**src/rtl/spi_cmd_sched.sv**
```systemverilog
// SPI command scheduler: buffers flash requests in a FIFO and issues them one at a
// time to the spi_flash controller, optionally preceded by a write-enable (0x06), and
// holds off after program/erase commands for a fixed busy time.
// Optional feature macro: SPI_CMD_SCHED_AUTO_WREN_EN (inserts WREN before program/erase).
module spi_cmd_sched #(
  parameter int unsigned DEPTH   = 4,
  parameter logic [15:0] WAIT_PP = 16'd800,
  parameter logic [15:0] WAIT_ER = 16'd4000
) (
  input  logic        clk,
  input  logic        rst_n,
  input  logic [39:0] req_in,
  input  logic        req_vld,
  output logic        req_rdy,
  output logic [39:0] cmd_in,
  output logic        cmd_vld,
  input  logic        cmd_rdy,
  output logic        busy
);

  localparam int unsigned    PtrW    = (DEPTH > 1) ? $clog2(DEPTH) : 1;
  localparam int unsigned    CntW    = PtrW + 1;
  localparam logic [CntW-1:0] DepthC = CntW'(DEPTH);
  localparam logic [39:0]    WrenCmd = {8'h06, 24'h0, 8'h0};

`ifdef SPI_CMD_SCHED_AUTO_WREN_EN
  typedef enum logic [1:0] {
    StIdle = 2'd0,
    StWren = 2'd1,
    StCmd  = 2'd2,
    StWait = 2'd3
  } state_e;
`else
  typedef enum logic [1:0] {
    StIdle = 2'd0,
    StCmd  = 2'd2,
    StWait = 2'd3
  } state_e;
`endif

  state_e state_q, state_d;
  logic [15:0] wait_q, wait_d;
  logic        cmd_vld_q, cmd_vld_d;
  logic [39:0] cmd_in_q, cmd_in_d;

  // Request FIFO
  logic [39:0]     mem_q [DEPTH];
  logic [PtrW-1:0] wr_ptr_q, rd_ptr_q;
  logic [CntW-1:0] count_q;
  logic            full, empty, push, pop;
  logic [39:0]     head;
  logic            head_pp, head_er;

  assign full    = (count_q == DepthC);
  assign empty   = (count_q == '0);
  assign req_rdy = ~full;
  assign push    = req_vld & ~full;
  // cmd_vld is always high in StCmd, so the handshake reduces to cmd_rdy there
  assign pop     = (state_q == StCmd) & cmd_rdy;
  assign head    = mem_q[rd_ptr_q];

  assign cmd_in  = cmd_in_q;
  assign cmd_vld = cmd_vld_q;
  assign busy    = ~empty | (state_q != StIdle);

  // Opcode classification of the FIFO head
  always_comb begin
    head_pp = 1'b0;
    head_er = 1'b0;
    case (head[39:32])
      8'h02, 8'h38:                      head_pp = 1'b1;
      8'h20, 8'h52, 8'hD8, 8'h60, 8'hC7: head_er = 1'b1;
      default: ;
    endcase
  end

  // FIFO pointers and occupancy; simultaneous push and pop leave the count unchanged
  always_ff @(posedge clk or negedge rst_n) begin
    if (!rst_n) begin
      wr_ptr_q <= '0;
      rd_ptr_q <= '0;
      count_q  <= '0;
    end else begin
      if (push) wr_ptr_q <= wr_ptr_q + 1'b1;
      if (pop)  rd_ptr_q <= rd_ptr_q + 1'b1;
      case ({push, pop})
        2'b10:   count_q <= count_q + 1'b1;
        2'b01:   count_q <= count_q - 1'b1;
        default: ;
      endcase
    end
  end

  // FIFO storage; contents are don't-care while empty so no reset is needed
  always_ff @(posedge clk) begin
    if (push) mem_q[wr_ptr_q] <= req_in;
  end

  // State register, wait counter and registered command outputs
  always_ff @(posedge clk or negedge rst_n) begin
    if (!rst_n) begin
      state_q   <= StIdle;
      wait_q    <= '0;
      cmd_vld_q <= 1'b0;
      cmd_in_q  <= '0;
    end else begin
      state_q   <= state_d;
      wait_q    <= wait_d;
      cmd_vld_q <= cmd_vld_d;
      cmd_in_q  <= cmd_in_d;
    end
  end

  // Next-state logic and wait counter load/decrement
  always_comb begin
    state_d = state_q;
    wait_d  = wait_q;
    case (state_q)
      StIdle: begin
        if (!empty) begin
`ifdef SPI_CMD_SCHED_AUTO_WREN_EN
          state_d = (head_pp | head_er) ? StWren : StCmd;
`else
          state_d = StCmd;
`endif
        end
      end
`ifdef SPI_CMD_SCHED_AUTO_WREN_EN
      StWren: begin
        if (cmd_rdy) state_d = StCmd;
      end
`endif
      StCmd: begin
        if (pop) begin
          if (head_pp && (WAIT_PP != 16'd0)) begin
            state_d = StWait;
            wait_d  = WAIT_PP;
          end else if (head_er && (WAIT_ER != 16'd0)) begin
            state_d = StWait;
            wait_d  = WAIT_ER;
          end else begin
            state_d = StIdle;
          end
        end
      end
      StWait: begin
        // The loaded value counts the cycles spent in this state, including the last one
        if (wait_q <= 16'd1) begin
          state_d = StIdle;
          wait_d  = '0;
        end else begin
          wait_d = wait_q - 16'd1;
        end
      end
      default: state_d = StIdle;
    endcase
  end

  // Output decode from the next state so cmd_vld/cmd_in come straight from flops
  always_comb begin
    cmd_vld_d = 1'b0;
    cmd_in_d  = '0;
    case (state_d)
`ifdef SPI_CMD_SCHED_AUTO_WREN_EN
      StWren: begin
        cmd_vld_d = 1'b1;
        cmd_in_d  = WrenCmd;
      end
`endif
      StCmd: begin
        cmd_vld_d = 1'b1;
        cmd_in_d  = head;
      end
      default: ;
    endcase
  end

endmodule
```
**config.mk**
```make
export PLATFORM = sky130hd
export DESIGN_NAME = spi_cmd_sched
export DESIGN_NICKNAME = d
export VERILOG_FILES = /design/src/rtl/spi_cmd_sched.sv
export SDC_FILE = /design/constraint.sdc
export NUM_CORES = 1
export LEC_CHECK = 0
export BUFFER_PORTS_ARGS = -buffer_cell sky130_fd_sc_hd__clkbuf_2
export CELL_PAD_IN_SITES_DETAIL_PLACEMENT = 1
export CELL_PAD_IN_SITES_GLOBAL_PLACEMENT = 1
export CORE_MARGIN = 5
export CORE_UTILIZATION = 45
export DETAILED_ROUTE_END_ITERATION = 10
export PLACE_DENSITY = 0.82
export SLEW_MARGIN = 10
export SYNTH_ARGS = -nofsm -noshare
export SYNTH_HDL_FRONTEND = slang
export SYNTH_SLANG_ARGS = --single-unit
```
**constraint.sdc**
```tcl
create_clock -name clk -period 2.4 [get_ports clk]
set_clock_uncertainty 0.05 [all_clocks]
set_input_delay 0.36 -clock clk [delete_from_list [all_inputs] [get_ports clk]]
set_output_delay 0.36 -clock clk [all_outputs]
set_load 0.005 [all_outputs]
```
==> results by group, run 1 <==
Synth
  • Synth Cell Area: 8630 um^2
  • Seq/Total Area, Yosys: 0.748
  • Syn Inst Count: 475
  • Number of synthesized flops with an enable pin: 160
  • Yosys reg bits: 226
  • Unique cell type count in the Yosys netlist: 52
  • Warnings from Yosys: 0
  • Fraction of registers with async set/reset: 0.292
  • Synthesized area per cell: 18.2 um^2
  • Mapped Nets: 527
  • Top_reg_cell synth: edfxtp_1

Global routing
  • First-pass GRT wire length: 33.7 mm
  • Number of global-route vias before repair: 5676
  • Largest net degree at the start of global routing: 43
  • GRT Util Overall: 0.199
  • Antenna violations before repair: 1
  • Gr ovfl total: 0

Clock tree
  • Clock Pin Slew Worst Setup and Hold Paths: 0.07 ns
  • Clock Latency Late Sink: 0.53 ns
  • H-tree Lvls: 1
  • CTS sink cnt: 226
  • CTS Buffer Depth: 3
  • CTS tree: done
  • Total CTS buffers: 24
  • CTS root buf: clkbuf_16

Critical path
  • Reg2reg path depth: 7
  • Cell Chain, Critical Path: buf_12, mux4_2, or3b_1, a211o_1, and4b_4, or2_4, a22o_1
  • Crit-path max FO: 5
  • CP Launch Type: register
  • Slowest-stage cell, CP: mux4_2
  • Number of stages on the worst setup path: 7
  • Crit Path Class: reg2reg
  • Critical path required time: 2.76 ns
  • CP top delay family: simple AND/OR/NAND/NOR gates
  • Max incr delay on CP: 0.50 ns
  • CP Capture Type: register
  • CP bufs+invs: 1
  • Critical path arrival: 3.03 ns

Placed design
  • Port Buf Inserts: 86
  • DPL Wire Length: 13.0 mm
  • Global placement routability congestion: 0.794
  • Dpl ws: -0.237 ns

Detailed routing
  • DR WL/cell: 23.8 um
  • Via density: 5.49
  • Final WL: 21.4 mm
  • Antenna viol nets, final: 0
  • Iteration-0 DRC Markers: 360
  • Drt pass-1 iters: 5
  • Drt drc: 0
  • Vias: 4947

STA
  • Relative slew slack: 0.341
  • Setup repair after global routing missed its margin: yes
  • Fmax: 0.375 GHz
  • Final slew viol count: 0
  • Slew @ Worst Pin: 0.985 ns
  • Final setup viols: 18
  • Final Hold Fails: 0
  • Fin crit period: 2.67 ns
  • Tcrit/Tclk final: 1.11
  • TNS Setup: -3.87 ns
  • Setup WS post-layout: -0.265 ns

Pwr
  • Clock power share: 0.374
  • Logic gate share of total power: 0.115
  • Seq pwr share: 0.511
  • Power Internal: 7.44 mW
  • P_sw: 2.36 mW
  • Switching Fraction: 0.241
  • Final Power: 9.81 mW
  • Pleak: 4.24 nW
  • Max IR drop VDD: 0.000795 V
  • Pwr/cell area: 910 nW/um^2

Floorplan
  • Starting density of the core: 0.459
  • Core ar.: 18800 um^2
  • # IOs: 87
  • Chip Width: 149 um
  • Die ar.: 22100 um^2
  • Die height: 149 um
  • Cell Rows: 50

Cells and area
  • Most frequent cells in the layout: edfxtp_1, clkbuf_2, dfrtp_1, and3_1, mux4_2
  • Nets@finish: 676
  • Layout area overhead: 24.8%
  • N_diodes: 0
  • Most common cell after layout, fill and taps aside: edfxtp_1
  • Fin util: 0.572
  • Layout cells sized above 1: 0.348

Job
  • Max Cap Violations: 0

Worst hold path
  • Hold Path Depth: 1
  • Worst hold path class: in2reg

Status
  • Failing checks: setup timing
  • Status: complete, but fails checks
==> area by class of cell <==
type	count	area (um^2)
Sequential cell	226	6460
Fill cell	1727	8060
Clock buffer	32	661
Tap cell	260	325
Multi-Input combinational cell	216	2110
Clock inverter	11	136
Inverter	11	41.3
Timing Repair Buffer	145	1040
==> Yosys cell counts, types with 2 or more instances <==
cell type  instances  share of area
o221ai_1           3         0.0030
a22oi_1            2         0.0017
and2_1             3         0.0022
ha_1               7          0.010
nor2_1            14         0.0061
or3_1              2         0.0014
buf_1              5         0.0022
nand3b_1           2         0.0017
and3_1            45          0.033
xnor2_1            4         0.0041
clkbuf_1          15         0.0065
nand3_1            3         0.0017
o21a_1             2         0.0017
a21oi_1            5         0.0029
mux4_2            40           0.10
xor2_1             3         0.0030
a31oi_1           11         0.0080
nand2_1           18         0.0078
dfrtp_1           66           0.19
or2_2              2         0.0014
o21ai_0           10         0.0058
nor4_1             5         0.0036
nand2b_1           3         0.0022
a211o_1            2         0.0020
edfxtp_1         160           0.56
nor3_1             6         0.0035
inv_1             11         0.0048
o31ai_1            2         0.0017
==> final timing paths <==
path / from / end / slack, ns
max: rd_ptr_q[0] / wait_q[3] / -0.27
min: req_in[22] / mem_q[0][22] / 0.01
max reg2reg: rd_ptr_q[0] / wait_q[3] / -0.27
min reg2reg: wait_q[15] / wait_q[15] / 0.45
max in group asynchronous: rst_n / count_q[0] / 1.40
min in group asynchronous: rst_n / cmd_in[34] / 0.33
==> cells by family (layout without fill, tap and decap cells) <==
logic type	after synthesis	in the layout	synth area share
xor+xnor	7	7	0.00710
simple gates	113	113	0.0749
buf+inv	33	199	0.0154
fa+ha+maj	8	8	0.0125
compound gates	47	47	0.0370
flops	226	226	0.748
mux	41	41	0.105
==> power groups by stage <==
stage	clock, mW	combinational [mW]	sequential, mW
3_3_place_gp	0	1.00	5.00
5_1_grt	3.93	1.21	5.05
4_1_cts	3.72	1.12	5.01
6_report	3.67	1.12	5.01
2_1_floorplan	0	0.540	5.01
3_5_place_dp	0	1.07	5.07
==> flip-flops by register name, summed over array words and instances, names as in the netlist <==
signal,flops
wr_ptr_q,2
cmd_vld,1
mem_q,160
state_q,2
cmd_in,40
wait_q,16
count_q,3
rd_ptr_q,2
==> metrics by stage <==
| stage | area (um^2) | cells | hold WS [ns] |
|---|---|---|---|
| 2_1_floorplan | 8640 | 475 | 0.0144 |
| 4_1_cts | 10800 | 901 | 0.000471 |
| 3_5_place_dp | 9660 | 832 | 0.359 |
| 5_1_grt | 10800 | 901 | 0.00482 |
| 6_report | 10800 | 901 | 0.0117 |
| 3_3_place_gp | 9660 | 832 | 0.354 |
==> layer usage <==
metal  GRT usage  part of all wire  up-vias  routed length [um]
met5           0           0.00093        -                  20
met4      0.0508             0.024        2                 519
met3      0.0427             0.060       42                1280
met2       0.355              0.53      165               11300
met1       0.247              0.39     2574                8260
li1            -                 -     2164                   -
==> what timing repair did <==
action / 4_1_cts / 5_1_grt
setup buffers: 4 / 0
pin swaps: 10 / 1
hold buffers: 22 / 0
setup endpoints to repair: 18 / 19
hold endpoints to repair: 111 / 0
gates resized for setup: 12 / 2
Note: power is estimated with default switching activity, not from simulation.
==> run 2, diff against run 1 <==
CORE_ASPECT_RATIO = 2   (was not set)
==> run 2 against run 1 <==
The run still ends with setup timing left; first-iteration DRC count decreased by 44%; maximum frequency down 0.85%; utilization shrank 2.2 points; combinational power fell by 8%; die area is 0.76% higher; critical path type unchanged; largest power group unchanged.
==> results by group, run 2 (same netlist as run 1, synthesis figures left out) <==
Clock tree
  • Clock Latency Late Sink: 0.50 ns (was 0.53 ns)
  • H-tree Lvls: 1 (unchanged)
  • Total CTS buffers: 20 (was 24)
  • CTS Buffer Depth: 3 (unchanged)
  • Clock Pin Slew Worst Setup and Hold Paths: 0.07 ns (about the same)
  • CTS tree: done (unchanged)
  • CTS root buf: clkbuf_16 (unchanged)
  • CTS sink cnt: 226 (unchanged)

Pwr
  • Final Power: 9.25 mW (was 9.81 mW)
  • Clock power share: 0.350 (was 0.374)
  • P_sw: 2.17 mW (was 2.36 mW)
  • Switching Fraction: 0.234 (was 0.241)
  • Pleak: 4.09 nW (was 4.24 nW)
  • Seq pwr share: 0.539 (was 0.511)
  • Max IR drop VDD: 0.000667 V (was 0.000795 V)
  • Power Internal: 7.09 mW (was 7.44 mW)
  • Pwr/cell area: 893 nW/um^2 (was 910 nW/um^2)
  • Logic gate share of total power: 0.111 (was 0.115)

Critical path
  • Critical path arrival: 3.02 ns (was 3.03 ns)
  • CP Launch Type: register (unchanged)
  • CP Capture Type: register (unchanged)
  • Crit Path Class: reg2reg (unchanged)
  • Worst Setup SP: rd_ptr_q[0] (unchanged)
  • Reg2reg setup slack: -0.29 ns (was -0.27 ns)
  • Crit-path max FO: 5 (unchanged)
  • Worst R2R Start: rd_ptr_q[0] (unchanged)
  • Critical path required time: 2.73 ns (was 2.76 ns)

STA
  • Tcrit/Tclk final: 1.12 (was 1.11)
  • Final Hold Fails: 0 (unchanged)
  • Relative slew slack: 0.368 (was 0.341)
  • Setup WS post-layout: -0.288 ns (was -0.265 ns)
  • Final slew viol count: 0 (unchanged)
  • Slew @ Worst Pin: 0.945 ns (was 0.985 ns)
  • Final setup viols: 18 (unchanged)
  • Setup repair after global routing missed its margin: yes (unchanged)
  • Fmax: 0.372 GHz (was 0.375 GHz)
  • Fin crit period: 2.69 ns (was 2.67 ns)

Detailed routing
  • Drt pass-1 iters: 4 (was 5)
  • Via density: 5.46 (was 5.49)
  • Antenna viol nets, final: 0 (unchanged)
  • Drt drc: 0 (unchanged)
  • Iteration-0 DRC Markers: 203 (was 360)
  • Vias: 4763 (was 4947)
  • Final WL: 20.1 mm (was 21.4 mm)
  • DR WL/cell: 23.1 um (was 23.8 um)

Status
  • Failing checks: setup timing (unchanged)
  • Status: complete, but fails checks (unchanged)

Worst hold path
  • Hold Crit Start: req_in[20] (was req_in[22])
  • Worst hold path class: in2reg (unchanged)

Floorplan
  • Die height: 206 um (was 149 um)
  • Die ar.: 22200 um^2 (was 22100 um^2)
  • # IOs: 87 (unchanged)
  • Cell Rows: 71 (was 50)
  • Starting density of the core: 0.458 (was 0.459)
  • Core ar.: 18800 um^2 (about the same)
  • Chip Width: 108 um (was 149 um)

Global routing
  • GRT Util Overall: 0.189 (was 0.199)
  • Antenna violations before repair: 0 (was 1)
  • Largest net degree at the start of global routing: 67 (was 43)
  • Gr ovfl total: 0 (unchanged)
  • First-pass GRT wire length: 31.6 mm (was 33.7 mm)
  • Number of global-route vias before repair: 5540 (was 5676)

Placed design
  • DPL Wire Length: 13.0 mm (about the same)
  • Inst Count DP: 826 (was 832)
  • Global placement routability congestion: 0.870 (was 0.794)
  • Cell area after placement: 9590 um^2 (was 9660 um^2)
  • Port Buf Inserts: 86 (unchanged)

Cells and area
  • Reg with most FFs: mem_q (unchanged)
  • Layout area overhead: 20.0% (was 24.8%)
  • Finished Layout Cells: 872 (was 901)
  • Post-Layout Inst Area: 10400 um^2 (was 10800 um^2)
  • Most frequent cells in the layout: edfxtp_1, clkbuf_2, dfrtp_1, and3_1, mux4_2 (unchanged)
  • Nets@finish: 655 (was 676)
  • Most common cell after layout, fill and taps aside: edfxtp_1 (unchanged)
  • Max reg flops: 160 (unchanged)
  • N_diodes: 0 (unchanged)
  • Fin util: 0.550 (was 0.572)
  • Layout cells sized above 1: 0.352 (was 0.348)

Job
  • Max Cap Violations: 0 (unchanged)
run 2: changes by cell type in the layout (fill, tap and decap cells not counted), moves of 2 or more:
| cell | before | now |
|---|---|---|
| clkbuf_16 | 24 | 21 |
| a21oi_1 | 3 | 5 |
| o31ai_1 | 0 | 2 |
| buf_12 | 8 | 3 |
| dlygate4sd3_1 | 22 | 1 |
| o31ai_2 | 2 | 0 |
| a21oi_2 | 2 | 0 |
| buf_4 | 28 | 37 |
run 2: area by class of cell:
type	count	area, um^2
repair buffers	128	796
multi-input cells	216	2080
fillers	1811	8470
clock inverters	9	98.8
well taps	255	319
clock buffers	27	568
inverters	11	41.3
flip-flops and latches	226	6460
run 2: power groups by stage:
stage | logic (mW) | clock network, mW | registers, mW
after detailed placement | 1.02 | 0 | 5.06
after CTS | 1.04 | 3.33 | 4.99
final | 1.03 | 3.24 | 4.98
after global placement | 0.946 | 0 | 5.00
after global routing | 1.12 | 3.48 | 5.03
after floorplan | 0.540 | 0 | 5.01
run 2: path summary, 6_finish.rpt:
kind                                end  cells past startpoint
min                        mem_q[0][20]                      1
max reg2reg                  wait_q[13]                      7
max                          wait_q[13]                      7
min reg2reg                  wait_q[15]                      1
max in group asynchronous   rd_ptr_q[1]                      2
min in group asynchronous    cmd_in[26]                      2
run 2: stage by stage:
step,setup TNS [ns],hold WS (ns),setup WS (ns)
after floorplan,-0.391,0.0144,-0.105
after global placement,-1.35,0.423,-0.171
after detailed placement,-3.29,0.429,-0.305
after CTS,-2.64,0.0175,-0.239
after global routing,-5.08,0.0193,-0.361
final,-3.41,0.0327,-0.288
run 2: routing by layer:
metal	vias to the layer above	GRT usage	part of all wire
met5	-	0	0
li1	2115	-	-
met2	117	0.358	0.58
met1	2486	0.206	0.35
met3	45	0.0291	0.039
met4	0	0.0772	0.031
run 2: critical path, stage by stage (launching register included):
cell and delay, ns:
dfrtp_2 0.42, buf_6 0.12, mux4_2 0.52, or4b_4 0.59, nand2b_4 0.18, and4b_4 0.21
or2_4 0.26, o22a_1 0.22
run 2: repair_timing:
| action | CTS | global route |
|---|---|---|
| setup endpoints to repair | 18 | 18 |
| setup buffers | 6 | 3 |
| hold endpoints to repair | 57 | 0 |
| resized for setup | 5 | 3 |
| hold buffers | 1 | 0 |
| pin swaps | 3 | 2 |
==> run 3, diff against run 2 <==
MAX_ROUTING_LAYER = met4   (was not set)
==> run 3 against run 2 <==
The flow still finishes with violations (setup timing); wire length shrank 0.50%; final cell count is the same; global-route usage grew 0.57 points; combinational power is essentially flat; via count is the same; die area is the same; first-iteration DRC count grew 8.4%; total power is essentially flat; worst setup slack is essentially flat; hold slack lost 0.0019 ns; flip-flop and latch count is the same; utilization is the same; critical endpoint unchanged; largest cell class unchanged; highest routed layer unchanged.
==> results by group, run 3 (same netlist as run 1, synthesis figures left out) <==
Floorplan
  • Die ar.: 22200 um^2 (unchanged)
  • Cell Rows: 71 (unchanged)
  • Die height: 206 um (unchanged)
  • Core ar.: 18800 um^2 (unchanged)
  • # IOs: 87 (unchanged)
  • Chip Width: 108 um (unchanged)
  • Starting density of the core: 0.458 (unchanged)

Detailed routing
  • Vias: 4763 (unchanged)
  • Final WL: 20.0 mm (was 20.1 mm)
  • Antenna viol nets, final: 0 (unchanged)
  • Drt pass-1 iters: 4 (unchanged)
  • Via density: 5.46 (unchanged)
  • Drt drc: 0 (unchanged)
  • DR WL/cell: 23.0 um (was 23.1 um)
  • Iteration-0 DRC Markers: 220 (was 203)

STA
  • Fin crit period: 2.69 ns (about the same)
  • Fmax: 0.372 GHz (about the same)
  • Final slew viol count: 0 (unchanged)
  • Setup WS post-layout: -0.288 ns (about the same)
  • Final setup viols: 18 (unchanged)
  • Tcrit/Tclk final: 1.12 (about the same)
  • Final Hold Fails: 0 (unchanged)
  • WHS: 0.0308 ns (was 0.0327 ns)
  • Relative slew slack: 0.374 (was 0.368)
  • TNS Setup: -3.45 ns (was -3.41 ns)
  • Setup repair after global routing missed its margin: yes (unchanged)
  • Slew @ Worst Pin: 0.936 ns (was 0.945 ns)

Placed design
  • Dpl ws: -0.305 ns (unchanged)
  • Port Buf Inserts: 86 (unchanged)
  • DPL Wire Length: 13.0 mm (unchanged)
  • Global placement routability congestion: 0.884 (was 0.870)
  • Cell area after placement: 9590 um^2 (unchanged)

Worst hold path
  • Sink of the worst hold path: mem_q[0][20] (unchanged)
  • Hold Path Depth: 1 (unchanged)
  • Worst hold path class: in2reg (unchanged)
  • Hold Crit Start: req_in[20] (unchanged)

Critical path
  • Worst R2R Start: rd_ptr_q[0] (unchanged)
  • Reg2reg setup slack: -0.29 ns (about the same)
  • Critical path arrival: 3.02 ns (about the same)
  • CP Capture Type: register (unchanged)
  • Crit Path Class: reg2reg (unchanged)
  • CP Launch Type: register (unchanged)
  • Reg-to-Reg End: wait_q[13] (unchanged)
  • Reg2reg path depth: 7 (unchanged)
  • Critical path required time: 2.74 ns (was 2.73 ns)
  • Crit-path max FO: 5 (unchanged)

Global routing
  • Gr ovfl total: 0 (unchanged)
  • Antenna violations before repair: 0 (unchanged)
  • Largest net degree at the start of global routing: 67 (unchanged)
  • GRT Util Overall: 0.195 (was 0.189)
  • Number of global-route vias before repair: 5530 (was 5540)
  • First-pass GRT wire length: 31.6 mm (about the same)

Clock tree
  • CTS sink cnt: 226 (unchanged)
  • CTS root buf: clkbuf_16 (unchanged)
  • Clock Pin Slew Worst Setup and Hold Paths: 0.07 ns (about the same)
  • H-tree Lvls: 1 (unchanged)
  • Clock Latency Late Sink: 0.50 ns (about the same)
  • CTS tree: done (unchanged)
  • Total CTS buffers: 20 (unchanged)
  • CTS Buffer Depth: 3 (unchanged)

Status
  • Failing checks: setup timing (unchanged)
  • Status: complete, but fails checks (unchanged)

Cells and area
  • Most common cell after layout, fill and taps aside: edfxtp_1 (unchanged)
  • Most frequent cells in the layout: edfxtp_1, clkbuf_2, dfrtp_1, and3_1, mux4_2 (unchanged)
  • Post-Layout Inst Area: 10400 um^2 (unchanged)
  • Layout cells sized above 1: 0.352 (unchanged)
  • N_diodes: 0 (unchanged)
  • Nets@finish: 655 (unchanged)
  • Reg with most FFs: mem_q (unchanged)
  • Fill count: 1811 (unchanged)
  • Max reg flops: 160 (unchanged)
  • Layout area overhead: 20.0% (unchanged)

Pwr
  • Max IR drop VDD: 0.000668 V (was 0.000667 V)
  • Pleak: 4.09 nW (unchanged)
  • Pwr/cell area: 892 nW/um^2 (was 893 nW/um^2)

Job
  • Max Cap Violations: 0 (unchanged)
-- run 3: cell counts in the layout (fill, tap and decap cells not counted) --
No cell type changed its count.
-- run 3: layout make-up --
type	count	area, um^2	area share
sequential	226	6460	0.623
multi-input combinational	216	2080	0.201
timing repair buffer	128	796	0.0768
clock inverter	9	98.8	0.00954
inverter	11	41.3	0.00399
tap	255	319	0.0308
clock buffer	27	568	0.0548
-- run 3: worst max-delay path, cell delays in order, from the launching register on --
cell and delay, ns:
dfrtp_2 0.42, buf_6 0.12, mux4_2 0.53, or4b_4 0.60, nand2b_4 0.18, and4b_4 0.21
or2_4 0.26, o22a_1 0.22
-- run 3: worst max path at each step --
stage               depth (start not counted)    endpoint         from
detailed placement                          6   wait_q[9]  rd_ptr_q[0]
CTS                                         7  wait_q[10]  rd_ptr_q[0]
finish                                      7  wait_q[13]  rd_ptr_q[0]
floorplan                                   7   wait_q[3]  rd_ptr_q[0]
global placement                            6  wait_q[11]  rd_ptr_q[0]
global route                                7   wait_q[3]  rd_ptr_q[0]
-- run 3: repair_timing --
| action | in CTS | in global routing |
|---|---|---|
| resized for setup | 5 | 3 |
| hold endpoints to repair | 57 | 0 |
| setup endpoints to repair | 18 | 18 |
| pin swaps | 3 | 2 |
| cloned | 0 | 0 |
| setup buffers | 6 | 3 |
| hold buffers | 1 | 0 |
-- run 3: power breakdown --
group | internal, mW | leakage (nW) | total, mW | switching (mW)
Clock | 1.88 | 0.324 | 3.24 | 1.36
Sequential | 4.83 | 2.31 | 4.98 | 0.158
Combinational | 0.379 | 1.46 | 1.02 | 0.643
-- run 3: layer usage --
metal  GRT usage  vias up  wire length (um)
li1            -     2120                 -
met1       0.207     2473              7020
met2       0.359      123             11500
met3      0.0300       47               855
met4      0.0763        0               643
met5           -        -                 0
-- run 3: through the flow --
stage / cells / total power, mW / util
floorplan: 475 / 5.55 / -
global placement: 826 / 5.94 / 0.509
detailed placement: 826 / 6.08 / 0.509
CTS: 869 / 9.36 / 0.548
global route: 872 / 9.63 / 0.550
finish: 872 / 9.25 / 0.550
